$ cat config.mk
export PLATFORM = sky130hd
export DESIGN_NAME = multicycle_ctrl
export DESIGN_NICKNAME = d
export VERILOG_FILES = /design/src/rtl/ctrl_pkg.sv /design/src/rtl/cond_eval.sv /design/src/rtl/multicycle_ctrl.sv
export SDC_FILE = /design/constraint.sdc
export NUM_CORES = 1
export LEC_CHECK = 0
export CAP_MARGIN = 20
export CORE_MARGIN = 1.5
export CORE_UTILIZATION = 41
export CTS_BUF_LIST = sky130_fd_sc_hd__clkbuf_16
export DETAILED_ROUTE_END_ITERATION = 7
export HOLD_SLACK_MARGIN = 0.15
export PLACE_DENSITY = 0.86
export RECOVER_POWER = 25
export SLEW_MARGIN = 25
export SYNTH_ARGS = -nofsm -noshare
export SYNTH_HDL_FRONTEND = slang
export SYNTH_SLANG_ARGS = --single-unit
export TNS_END_PERCENT = 50
$ cat constraint.sdc
create_clock -name clk -period 2.6 [get_ports clk]
set_clock_uncertainty 0.05 [all_clocks]
set_input_delay 0.52 -clock clk [delete_from_list [all_inputs] [get_ports clk]]
set_output_delay 0.52 -clock clk [all_outputs]
set_load 0.05 [all_outputs]
$ cat src/rtl/ctrl_pkg.sv
// Shared types and encodings for the multi-cycle controller: states, instruction fields,
// ALU/PC/write-back codes and the instruction classifier. CTRL_SHIFT_IMM_EN enables LSHI.
package ctrl_pkg;

  typedef enum logic [2:0] {
    S_FETCH  = 3'd0,
    S_DECODE = 3'd1,
    S_EXEC   = 3'd2,
    S_MEM    = 3'd3,
    S_JUMP   = 3'd4,
    S_BRANCH = 3'd5,
    S_TRAP   = 3'd6
  } state_e;

  typedef enum logic [2:0] {
    IC_ILLEGAL, IC_ALU_R, IC_ALU_I, IC_LOAD, IC_STOR, IC_JCOND, IC_JAL, IC_BCOND
  } iclass_e;

  localparam logic [3:0] OP_REG   = 4'b0000;
  localparam logic [3:0] OP_SPEC  = 4'b0100;
  localparam logic [3:0] OP_SHIFT = 4'b1000;
  localparam logic [3:0] OP_BCOND = 4'b1100;
  localparam logic [3:0] OP_LUI   = 4'b1111;

  localparam logic [3:0] EXT_LOAD  = 4'b0000;
  localparam logic [3:0] EXT_STOR  = 4'b0100;
  localparam logic [3:0] EXT_LSH   = 4'b0100;
  localparam logic [3:0] EXT_JAL   = 4'b1000;
  localparam logic [3:0] EXT_JCOND = 4'b1100;

  // Register-op ext codes equal the matching immediate-op opcodes.
  localparam logic [3:0] FN_AND = 4'b0001;
  localparam logic [3:0] FN_OR  = 4'b0010;
  localparam logic [3:0] FN_XOR = 4'b0011;
  localparam logic [3:0] FN_ADD = 4'b0101;
  localparam logic [3:0] FN_SUB = 4'b1001;
  localparam logic [3:0] FN_CMP = 4'b1011;
  localparam logic [3:0] FN_MOV = 4'b1101;

  localparam logic [3:0] COND_EQ = 4'd0,  COND_NE = 4'd1,  COND_CS = 4'd2,  COND_CC = 4'd3;
  localparam logic [3:0] COND_HI = 4'd4,  COND_LS = 4'd5,  COND_GT = 4'd6,  COND_LE = 4'd7;
  localparam logic [3:0] COND_FS = 4'd8,  COND_FC = 4'd9,  COND_LO = 4'd10, COND_HS = 4'd11;
  localparam logic [3:0] COND_LT = 4'd12, COND_GE = 4'd13, COND_UC = 4'd14;

  localparam logic [3:0] ALU_NONE = 4'b0000;
  localparam logic [3:0] ALU_ADD  = 4'b1000;
  localparam logic [3:0] ALU_SUB  = 4'b0001;
  localparam logic [3:0] ALU_CMP  = 4'b0010;
  localparam logic [3:0] ALU_AND  = 4'b0011;
  localparam logic [3:0] ALU_OR   = 4'b0100;
  localparam logic [3:0] ALU_XOR  = 4'b0101;
  localparam logic [3:0] ALU_LUI  = 4'b0110;
  localparam logic [3:0] ALU_LSH  = 4'b0111;

  localparam logic [1:0] PC_HOLD = 2'b00;
  localparam logic [1:0] PC_INC  = 2'b01;
  localparam logic [1:0] PC_REG  = 2'b10;
  localparam logic [1:0] PC_DISP = 2'b11;

  localparam logic [1:0] WB_ALU  = 2'b00;
  localparam logic [1:0] WB_MEM  = 2'b01;
  localparam logic [1:0] WB_PASS = 2'b10;
  localparam logic [1:0] WB_LINK = 2'b11;

  typedef struct packed {
    iclass_e    cls;
    logic [3:0] alu;
    logic       rf_we;
    logic       flags_we;
    logic [1:0] wb;
  } dec_t;

  function automatic dec_t illegal_dec();
    dec_t d;
    d.cls      = IC_ILLEGAL;
    d.alu      = ALU_NONE;
    d.rf_we    = 1'b0;
    d.flags_we = 1'b0;
    d.wb       = WB_ALU;
    return d;
  endfunction

  function automatic dec_t arith(input logic [3:0] fn, input logic is_imm);
    dec_t d;
    d = illegal_dec();
    d.cls   = is_imm ? IC_ALU_I : IC_ALU_R;
    d.rf_we = 1'b1;
    case (fn)
      FN_AND: d.alu = ALU_AND;
      FN_OR:  d.alu = ALU_OR;
      FN_XOR: d.alu = ALU_XOR;
      FN_ADD: begin d.alu = ALU_ADD; d.flags_we = 1'b1; end
      FN_SUB: begin d.alu = ALU_SUB; d.flags_we = 1'b1; end
      FN_CMP: begin d.alu = ALU_CMP; d.flags_we = 1'b1; d.rf_we = 1'b0; end
      FN_MOV: d.wb = WB_PASS;
      default: d = illegal_dec();
    endcase
    return d;
  endfunction

  function automatic dec_t decode(input logic [3:0] op, input logic [3:0] ext);
    dec_t d;
    d = illegal_dec();
    case (op)
      OP_REG: d = arith(ext, 1'b0);
      OP_SPEC: begin
        case (ext)
          EXT_LOAD:  d.cls = IC_LOAD;
          EXT_STOR:  d.cls = IC_STOR;
          EXT_JAL:   d.cls = IC_JAL;
          EXT_JCOND: d.cls = IC_JCOND;
          default:   d.cls = IC_ILLEGAL;
        endcase
      end
      OP_SHIFT: begin
        if (ext == EXT_LSH) begin
          d.cls = IC_ALU_R; d.alu = ALU_LSH; d.rf_we = 1'b1;
        end
`ifdef CTRL_SHIFT_IMM_EN
        else if (ext[3:1] == 3'b000) begin
          d.cls = IC_ALU_I; d.alu = ALU_LSH; d.rf_we = 1'b1;
        end
`endif
      end
      OP_BCOND: d.cls = IC_BCOND;
      OP_LUI: begin
        d.cls = IC_ALU_I; d.alu = ALU_LUI; d.rf_we = 1'b1;
      end
      default: d = arith(op, 1'b1);
    endcase
    return d;
  endfunction

endpackage

$ cat src/rtl/cond_eval.sv
// Combinational evaluation of a 4-bit condition code against the processor status flags.
module cond_eval
  import ctrl_pkg::*;
(
  input  logic [3:0] cond_i,
  input  logic       c_i,
  input  logic       l_i,
  input  logic       f_i,
  input  logic       z_i,
  input  logic       n_i,
  output logic       take_o
);

  // NOTE: assign a default before the case so no path leaves take_o unassigned (latch).
  always_comb begin
    take_o = 1'b0;
    case (cond_i)
      COND_EQ: take_o = z_i;
      COND_NE: take_o = !z_i;
      COND_CS: take_o = c_i;
      COND_CC: take_o = !c_i;
      COND_HI: take_o = l_i;
      COND_LS: take_o = !l_i;
      COND_GT: take_o = n_i;
      COND_LE: take_o = !n_i;
      COND_FS: take_o = f_i;
      COND_FC: take_o = !f_i;
      COND_LO: take_o = !l_i && !z_i;
      COND_HS: take_o = l_i || z_i;
      COND_LT: take_o = !n_i && !z_i;
      COND_GE: take_o = n_i || z_i;
      COND_UC: take_o = 1'b1;
      default: take_o = 1'b0;
    endcase
  end

endmodule

$ cat src/rtl/multicycle_ctrl.sv
// Multi-cycle processor control FSM: fetch/decode/execute sequencing, memory wait timeout
// and sticky trap. Define CTRL_SHIFT_IMM_EN to accept the LSHI instruction.
module multicycle_ctrl
  import ctrl_pkg::*;
#(
  parameter int INSTR_W     = 16,
  parameter int ALU_OP_W    = 4,
  parameter int MEM_TIMEOUT = 15
) (
  input  logic                clk,
  input  logic                reset,
  input  logic [INSTR_W-1:0]  instr,
  input  logic                C,
  input  logic                L,
  input  logic                F,
  input  logic                Z,
  input  logic                N,
  input  logic                mem_ready,
  output logic [ALU_OP_W-1:0] alu_op,
  output logic [1:0]          pc_op,
  output logic                ir_load,
  output logic                src_load,
  output logic                dst_load,
  output logic                imm_load,
  output logic                rf_write,
  output logic                flags_write,
  output logic                mem_read,
  output logic                mem_write,
  output logic                out,
  output logic [1:0]          wb_sel,
  output logic                addr_sel,
  output logic                illegal,
  output logic [2:0]          state_o
);

  localparam int WAIT_W = $clog2(MEM_TIMEOUT + 1);

  state_e            state_q, state_d;
  logic [WAIT_W-1:0] wait_q, wait_d;
  logic              illegal_q, illegal_d;
  logic              wait_last;
  logic              take;
  dec_t              dec;
  logic              unused_instr;

  assign dec          = decode(instr[INSTR_W-1 -: 4], instr[7:4]);
  assign unused_instr = ^instr;

  cond_eval u_cond (
    .cond_i (instr[INSTR_W-5 -: 4]),
    .c_i    (C),
    .l_i    (L),
    .f_i    (F),
    .z_i    (Z),
    .n_i    (N),
    .take_o (take)
  );

  // The final wait cycle: one more cycle without mem_ready would reach MEM_TIMEOUT.
  assign wait_last = (wait_q == WAIT_W'(MEM_TIMEOUT - 1)) && !mem_ready;

  always_comb begin
    state_d     = state_q;
    alu_op      = '0;
    pc_op       = PC_HOLD;
    wb_sel      = WB_ALU;
    ir_load     = 1'b0;
    src_load    = 1'b0;
    dst_load    = 1'b0;
    imm_load    = 1'b0;
    rf_write    = 1'b0;
    flags_write = 1'b0;
    mem_read    = 1'b0;
    mem_write   = 1'b0;
    out         = 1'b0;
    addr_sel    = 1'b0;
    case (state_q)
      S_FETCH: begin
        mem_read = 1'b1;
        if (mem_ready) begin
          ir_load = 1'b1;
          state_d = S_DECODE;
        end else if (wait_last) begin
          state_d = S_TRAP;
        end
      end
      S_DECODE: begin
        case (dec.cls)
          IC_ALU_R:          begin src_load = 1'b1; dst_load = 1'b1; state_d = S_EXEC; end
          IC_ALU_I:          begin imm_load = 1'b1; dst_load = 1'b1; state_d = S_EXEC; end
          IC_LOAD, IC_STOR:  state_d = S_MEM;
          IC_JCOND, IC_JAL:  state_d = S_JUMP;
          IC_BCOND:          state_d = S_BRANCH;
          default:           state_d = S_TRAP;
        endcase
      end
      S_EXEC: begin
        alu_op      = ALU_OP_W'(dec.alu);
        rf_write    = dec.rf_we;
        flags_write = dec.flags_we;
        wb_sel      = dec.wb;
        pc_op       = PC_INC;
        state_d     = S_FETCH;
      end
      S_MEM: begin
        addr_sel = 1'b1;
        if (dec.cls == IC_LOAD) begin
          mem_read = 1'b1;
          wb_sel   = WB_MEM;
        end else begin
          mem_write = 1'b1;
        end
        if (mem_ready) begin
          rf_write = (dec.cls == IC_LOAD);
          pc_op    = PC_INC;
          state_d  = S_FETCH;
        end else if (wait_last) begin
          state_d = S_TRAP;
        end
      end
      S_JUMP: begin
        state_d = S_FETCH;
        if (dec.cls == IC_JAL) begin
          rf_write = 1'b1;
          wb_sel   = WB_LINK;
          pc_op    = PC_REG;
        end else begin
          pc_op = take ? PC_REG : PC_INC;
        end
      end
      S_BRANCH: begin
        pc_op   = take ? PC_DISP : PC_INC;
        state_d = S_FETCH;
      end
      S_TRAP:  state_d = S_TRAP;
      default: state_d = S_FETCH;
    endcase
    // Reset silences the datapath immediately, aborting any bus access in flight.
    if (!reset) begin
      alu_op      = '0;
      pc_op       = PC_HOLD;
      wb_sel      = WB_ALU;
      ir_load     = 1'b0;
      src_load    = 1'b0;
      dst_load    = 1'b0;
      imm_load    = 1'b0;
      rf_write    = 1'b0;
      flags_write = 1'b0;
      mem_read    = 1'b0;
      mem_write   = 1'b0;
      addr_sel    = 1'b0;
    end
  end

  always_comb begin
    wait_d = wait_q;
    if ((state_d != state_q) && ((state_d == S_FETCH) || (state_d == S_MEM))) begin
      wait_d = '0;
    end else if (((state_q == S_FETCH) || (state_q == S_MEM)) && !mem_ready) begin
      wait_d = wait_q + WAIT_W'(1);
    end
  end

  assign illegal_d = illegal_q || (state_d == S_TRAP);

  // NOTE: non-blocking assignments so every register samples the pre-edge values.
  always_ff @(posedge clk or negedge reset) begin
    if (!reset) begin
      state_q   <= S_FETCH;
      wait_q    <= '0;
      illegal_q <= 1'b0;
    end else begin
      state_q   <= state_d;
      wait_q    <= wait_d;
      illegal_q <= illegal_d;
    end
  end

  assign illegal = illegal_q;
  assign state_o = state_q;

endmodule

; After elaboration in Yosys (flattened, before gate mapping)
; Index checks and enable logic that the tools add are counted.
[word_totals]
in_bits = 24
wordCells = 150
ff_bits = 8
output_inout_bits = 22
[classes]
eq_ne = 52
n_addsub = 1
muxes = 61
n_reduce_logical = 33
[op_table]
columns = cell, count
row1 = "== test 4 bit, second input constant", 19
row2 = one-hot mux 4 bit (6 select lines), 2
row3 = one-hot mux 3 bit (4 select lines), 3
row4 = "== test 4 x 3 -> 1 bit, second input constant", 8
row5 = 2-to-1 mux 1 bit, 31
row6 = "== test 3 bit, second input constant", 8
row7 = "== test 4 x 2 -> 1 bit, second input constant", 6
row8 = one-hot mux 5 bit (4 select lines), 1
row9 = 2-to-1 mux 2 bit, 9
row10 = 2-to-1 mux 4 bit, 4
row11 = "== test 3 x 2 -> 1 bit, second input constant", 5
row12 = one-hot mux 1 bit (15 select lines), 1
row13 = one-hot mux 3 bit (5 select lines), 1
row14 = OR reduction 7 bit, 2
row15 = "== test 4 x 1 -> 1 bit, second input constant", 3
row16 = zero test 4 bit, 3
row17 = OR reduction 6 bit, 2
row18 = 2-to-1 mux 3 bit, 3
row19 = one-hot mux 2 bit (4 select lines), 1
row20 = OR reduction 2 bit, 4
row21 = "== test 3 x 1 -> 1 bit, second input constant", 2
row22 = zero test 1 bit, 6
row23 = zero test 3 bit, 2
row24 = 2-to-1 mux 6 bit, 1
row25 = 11 further kinds, 20

; Longest topological paths before layout
[depth]
ltp_word = 12
ltp_mapped = 9
depth_no_buf = 9

; Modules after synthesis
; From an unflattened synthesis, not the netlist that was laid out.
[unflattened]
cells_unflattened = 212
area_unflattened_um2 = 1455.1
[modules_own_cells]
columns = mod, n_inst, cells_per_inst, area_each_um2, seq_area_each_um2
row1 = multicycle_ctrl, 1, 187, 1275.0, 200.2
row2 = cond_eval, 1, 25, 180.2, 0.0

; Least setup slack after synthesis
; No wires, ideal clock.
[synth_timing]
path_kind = flip-flop to output port
startpoint = register state_q[1], in the netlist state_o[1]
endpoint = output port alu_op[1]
stages_incl_launch_ff = 6
t_required_ns = 2.030
n_path_buf = 1
arrival_time_ns = 3.784
slack_ns = -1.754
cell_sequence = dfrtp_1 > clkbuf_1 > nand2b_1 > nor2_1 > nand2_1 > a2111oi_0
[synth_via]
elab_chain_len = 3
[synth_rtl]
columns = item, line
row1 = start: declaration, multicycle_ctrl.sv:38  ; state_e state_q, state_d;
row2 = start signal: assignment, multicycle_ctrl.sv:173  ; state_q <= state_d;
row3 = == test 3 x 2 -> 1 bit, multicycle_ctrl.sv:77  ; case (state_q)
row4 = 2-to-1 mux 4 bit, multicycle_ctrl.sv:77
row5 = 2-to-1 mux 4 bit, multicycle_ctrl.sv:139  ; if (!reset) begin
row6 = end: declaration, multicycle_ctrl.sv:19  ; output logic [ALU_OP_W-1:0] alu_op,
; No other way between the ends.

; Final worst setup path
[layout_timing]
startpoint = input port instr[7]
endpoint = output port rf_write
[layout_via]
elab_chain_len = 8
word_cells_on_any_way = 25
classes_between = eq/ne (12) / mux (10) / reduce/logical (3)
[layout_rtl]
columns = item, line
row1 = start: declaration, multicycle_ctrl.sv:12  ; input logic [INSTR_W-1:0] instr,
row2 = == test 4 bit (tied with other cells), ctrl_pkg.sv:88  ; case (fn)
row3 = OR reduction 7 bit (no source line), --
row4 = 2-to-1 mux 1 bit, ctrl_pkg.sv:88
row5 = one-hot mux 3 bit (5 select lines), ctrl_pkg.sv:104  ; case (op)
row6 = == test 3 bit / == test 3 x 2 -> 1 bit (equally long branches), "multicycle_ctrl.sv:123, multicycle_ctrl.sv:114"
row7 = 2-to-1 mux 1 bit (on tied branches), "multicycle_ctrl.sv:123, multicycle_ctrl.sv:113"
row8 = one-hot mux 1 bit (3 select lines) *, multicycle_ctrl.sv:77
row9 = 2-to-1 mux 1 bit *, multicycle_ctrl.sv:139
row10 = end: declaration, multicycle_ctrl.sv:25  ; output logic rf_write,
; Every way passes the cells marked *; elsewhere a longest branch is shown, timed or not.

==> reports/metrics.yaml <==
power_and_ir_drop:
  seq_power_share: 0.156
  p_per_area_mw_per_mm2: 634
  combPwrFrac: 0.696
  clock_power_share: 0.149
  ir_drop_uv: 766
  leakage_uw: 0.00121
  p_switching_uw: 918
  p_int_uw: 868
  sw_frac_of_total: 0.514
timing:
  tightestPinTransition_ns: 0.728
  min_period_ns: 2.88
  drv_slew: 0
  period_share: 1.11
  rsz0062_at_grt: "yes"
  layout_setup_ws_ns: -0.279
  finalSetupViolations: 11
  max_freq_mhz: 347
  max_slew_margin: 0.511
  hold_viol_final: 0
critical_path:
  required_ns: 2.03
  cp_slowest_cell: "or4b_4"
  cp-start-kind: "primary input"
  arrival_ns: 2.31
  end_kind: "primary output"
  cp_max_fo: 3
  max_stage_delay_ns: 0.55
  path_cells: "buf_8, or4b_4, a21oi_4, o31a_2, and2_4, and4_4, nand2_4, a31oi_4, buf_12"
  crit_type: "in2out"
drt:
  top_layer_used: "met4"
  drt_wl_total_um: 7650
  post_drt_wl_per_cell_um: 23.5
  vias_per_cell: 6.44
  met1_length_um: 2610
  drtAntennaViolNets: 0
  drc: 0
  drt_first_iter_violations: 227
  met2WireLength_um: 3630
  first_pass_iters: 4
  via_count: 2099
  wl_met3_um: 781
synthesis:
  synth_top_area_cell: "dfrtp_1"
  synthDistinctLibCells: 58
  synthCells: 187
  ys_top_cells_by_count: "15 x nand2_1, 15 x o21ai_0, 13 x a21oi_1, 13 x nor2_1, 12 x nor3_1"
  async_flop_share: 1.00
  synth_area_per_cell_sq_um: 7.09
  syn-num-nets: 213
  synthTopCellsByArea: "dfrtp_1 15%, o21ai_0 5.7%, a21oi_1 4.9%"
  synth-main-ff-cell: "dfrtp_1"
  synth-edff-count: 0
  ys_warn_count: 0
  ys_seq_elements: 8
  synth_top_cell_area_share: 0.151
  syn_area_sq_mm: 0.00133
  yosysSeqAreaShare: 0.151
clocking:
  worstSkewPairLatency_ns: 0.24
  htree_levels: 1
  cts_sinks: 8
  root_buffer: "clkbuf_16"
  cts_tree: "built"
  postCtsHoldBufs: 0
  numCtsBuffers: 3
  clk_pin_slew_ns: 0.04
  clockBufferDepth: 2
final_layout:
  drive_above_1_share: 0.560
  finalInstanceArea_sq_mm: 0.00282
  diodes: 0
  post-route-util: 0.923
  syn2layout_area_growth_pct: 112
  nFillCells: 112
  nets: 310
floorplanning:
  die_y_um: 59.9
  ioPinCount: 46
  initial_core_util: 0.434
  design.die.area_sq_mm: 0.00359
  row_count: 20
  fp.dieW_um: 59.9
  core_area_sq_mm: 0.00305
run:
  cap_violations: 0
global_routing:
  overflow: 0
  grt_pass1_vias: 1829
  grt_antenna_before_repair: 0
  grt_pass1_wl_um: 8510
  grtUsageTotal: 0.307
  grt_max_degree: 15
min_path:
  min_path_type: "reg2reg"
run_status:
  violations: "setup timing"
  outcome: "complete, but fails checks"
placed_design:
  post_dp_cell_area_sq_mm: 0.00234
  portBuffers: 40
  gp_congestion: 0.882
  dp_hpwl_um: 3440
area by class of cell:
type                    count  area, sq um  area share
well taps                  44         55.1      0.0195
inverters                  10         37.5      0.0133
repair buffers            104         1080       0.383
multi-input cells         157         1370       0.486
flip-flops and latches      8          201      0.0715
clock buffers               3         75.1      0.0267
per-stage QoR:
step           total power [uW]  setup WS, ns  cells  hold WS [ns]  setup TNS, ns
2_1_floorplan               893        -0.262    187         0.174          -1.89
3_3_place_gp               1250        -0.586    305         0.414          -7.29
3_5_place_dp               1280        -0.665    305         0.411          -8.36
4_1_cts                    1580        -0.206    316         0.428         -0.927
5_1_grt                    1830        -0.324    326         0.483          -2.55
6_report                   1790        -0.279    326         0.456          -2.13
flip-flops by register name, summed over array words and instances, names as in the netlist:
name / cells
wait_q: 4
state_o: 3
illegal: 1
placed cells by master (no fill, tap or decap), types with 3 or more instances in the layout:
| cell type | Yosys | final |
|---|---|---|
| buf_4 | 3 | 52 |
| nor3_1 | 12 | 5 |
| nor2_2 | 1 | 3 |
| dlygate4sd2_1 | 0 | 6 |
| clkbuf_16 | 0 | 4 |
| nor2_1 | 13 | 10 |
| nor2b_4 | 1 | 3 |
| a211oi_2 | 0 | 3 |
| nor3_4 | 0 | 3 |
| nand2_1 | 15 | 12 |
| a21oi_1 | 13 | 9 |
| nor3_2 | 0 | 4 |
| o21ai_2 | 0 | 5 |
| or2_4 | 0 | 4 |
| o21ai_0 | 15 | 7 |
| dfrtp_1 | 8 | 7 |
| o21ai_1 | 2 | 4 |
| clkbuf_2 | 0 | 3 |
| clkdlybuf4s50_1 | 0 | 6 |
| a21boi_0 | 4 | 3 |
| xor2_1 | 5 | 5 |
| inv_1 | 10 | 8 |
| a21oi_4 | 0 | 5 |
| buf_12 | 0 | 16 |
| nor2b_1 | 7 | 5 |
| buf_6 | 2 | 15 |
timing repair:
| item | 4_1_cts | 5_1_grt |
|---|---|---|
| pin swaps | 18 | 23 |
| setup endpoints to repair | 20 | 16 |
| setup buffers | 8 | 11 |
| resized for setup | 64 | 57 |
worst paths after layout:
| kind | startpoint | cells after the start | slack (ns) | end |
|---|---|---|---|---|
| max | instr[7] | 9 | -0.28 | rf_write |
| min | illegal$_DFF_PN0_ | 1 | 0.46 | illegal$_DFF_PN0_ |
| max reg2reg | state_o[0]$_DFF_PN0_ | 6 | 0.27 | wait_q[1]$_DFFE_PN0P_ |
| min reg2reg | illegal$_DFF_PN0_ | 1 | 0.46 | illegal$_DFF_PN0_ |
| max in group asynchronous | reset | 2 | 1.31 | state_o[1]$_DFF_PN0_ |
| min in group asynchronous | reset | 2 | 0.85 | illegal$_DFF_PN0_ |
critical path: cells and delay by family:
family	cells	cell delay (ns)
compound gates	3	0.53
buf+inv	2	0.25
simple gates	4	1.01
layer usage:
layer / track usage / vias up
met5: 0 / -
met4: 0.0984 / 0
met3: 0.0281 / 73
met2: 0.542 / 209
met1: 0.390 / 951
li1: - / 866
power by group through the flow:
stage                     clock [uW]  sequential (uW)  combinational [uW]
final                            265              278                1240
after global routing             272              276                1280
after CTS                        257              251                1080
after detailed placement           0              249                1030
after global placement             0              244                1010
after floorplan                    0              298                 595
cell families after synthesis:
logic type,share of synthesized area
adder cells (fa/ha/maj),0.0189
multiplexers,0.0274
buffers and inverters,0.0849
AND/OR/NAND/NOR,0.342
AO/OA/AOI/OAI,0.326
flip-flops,0.151
other,0.00283
XOR/XNOR,0.0462
Power figures use the tool's default switching activity.
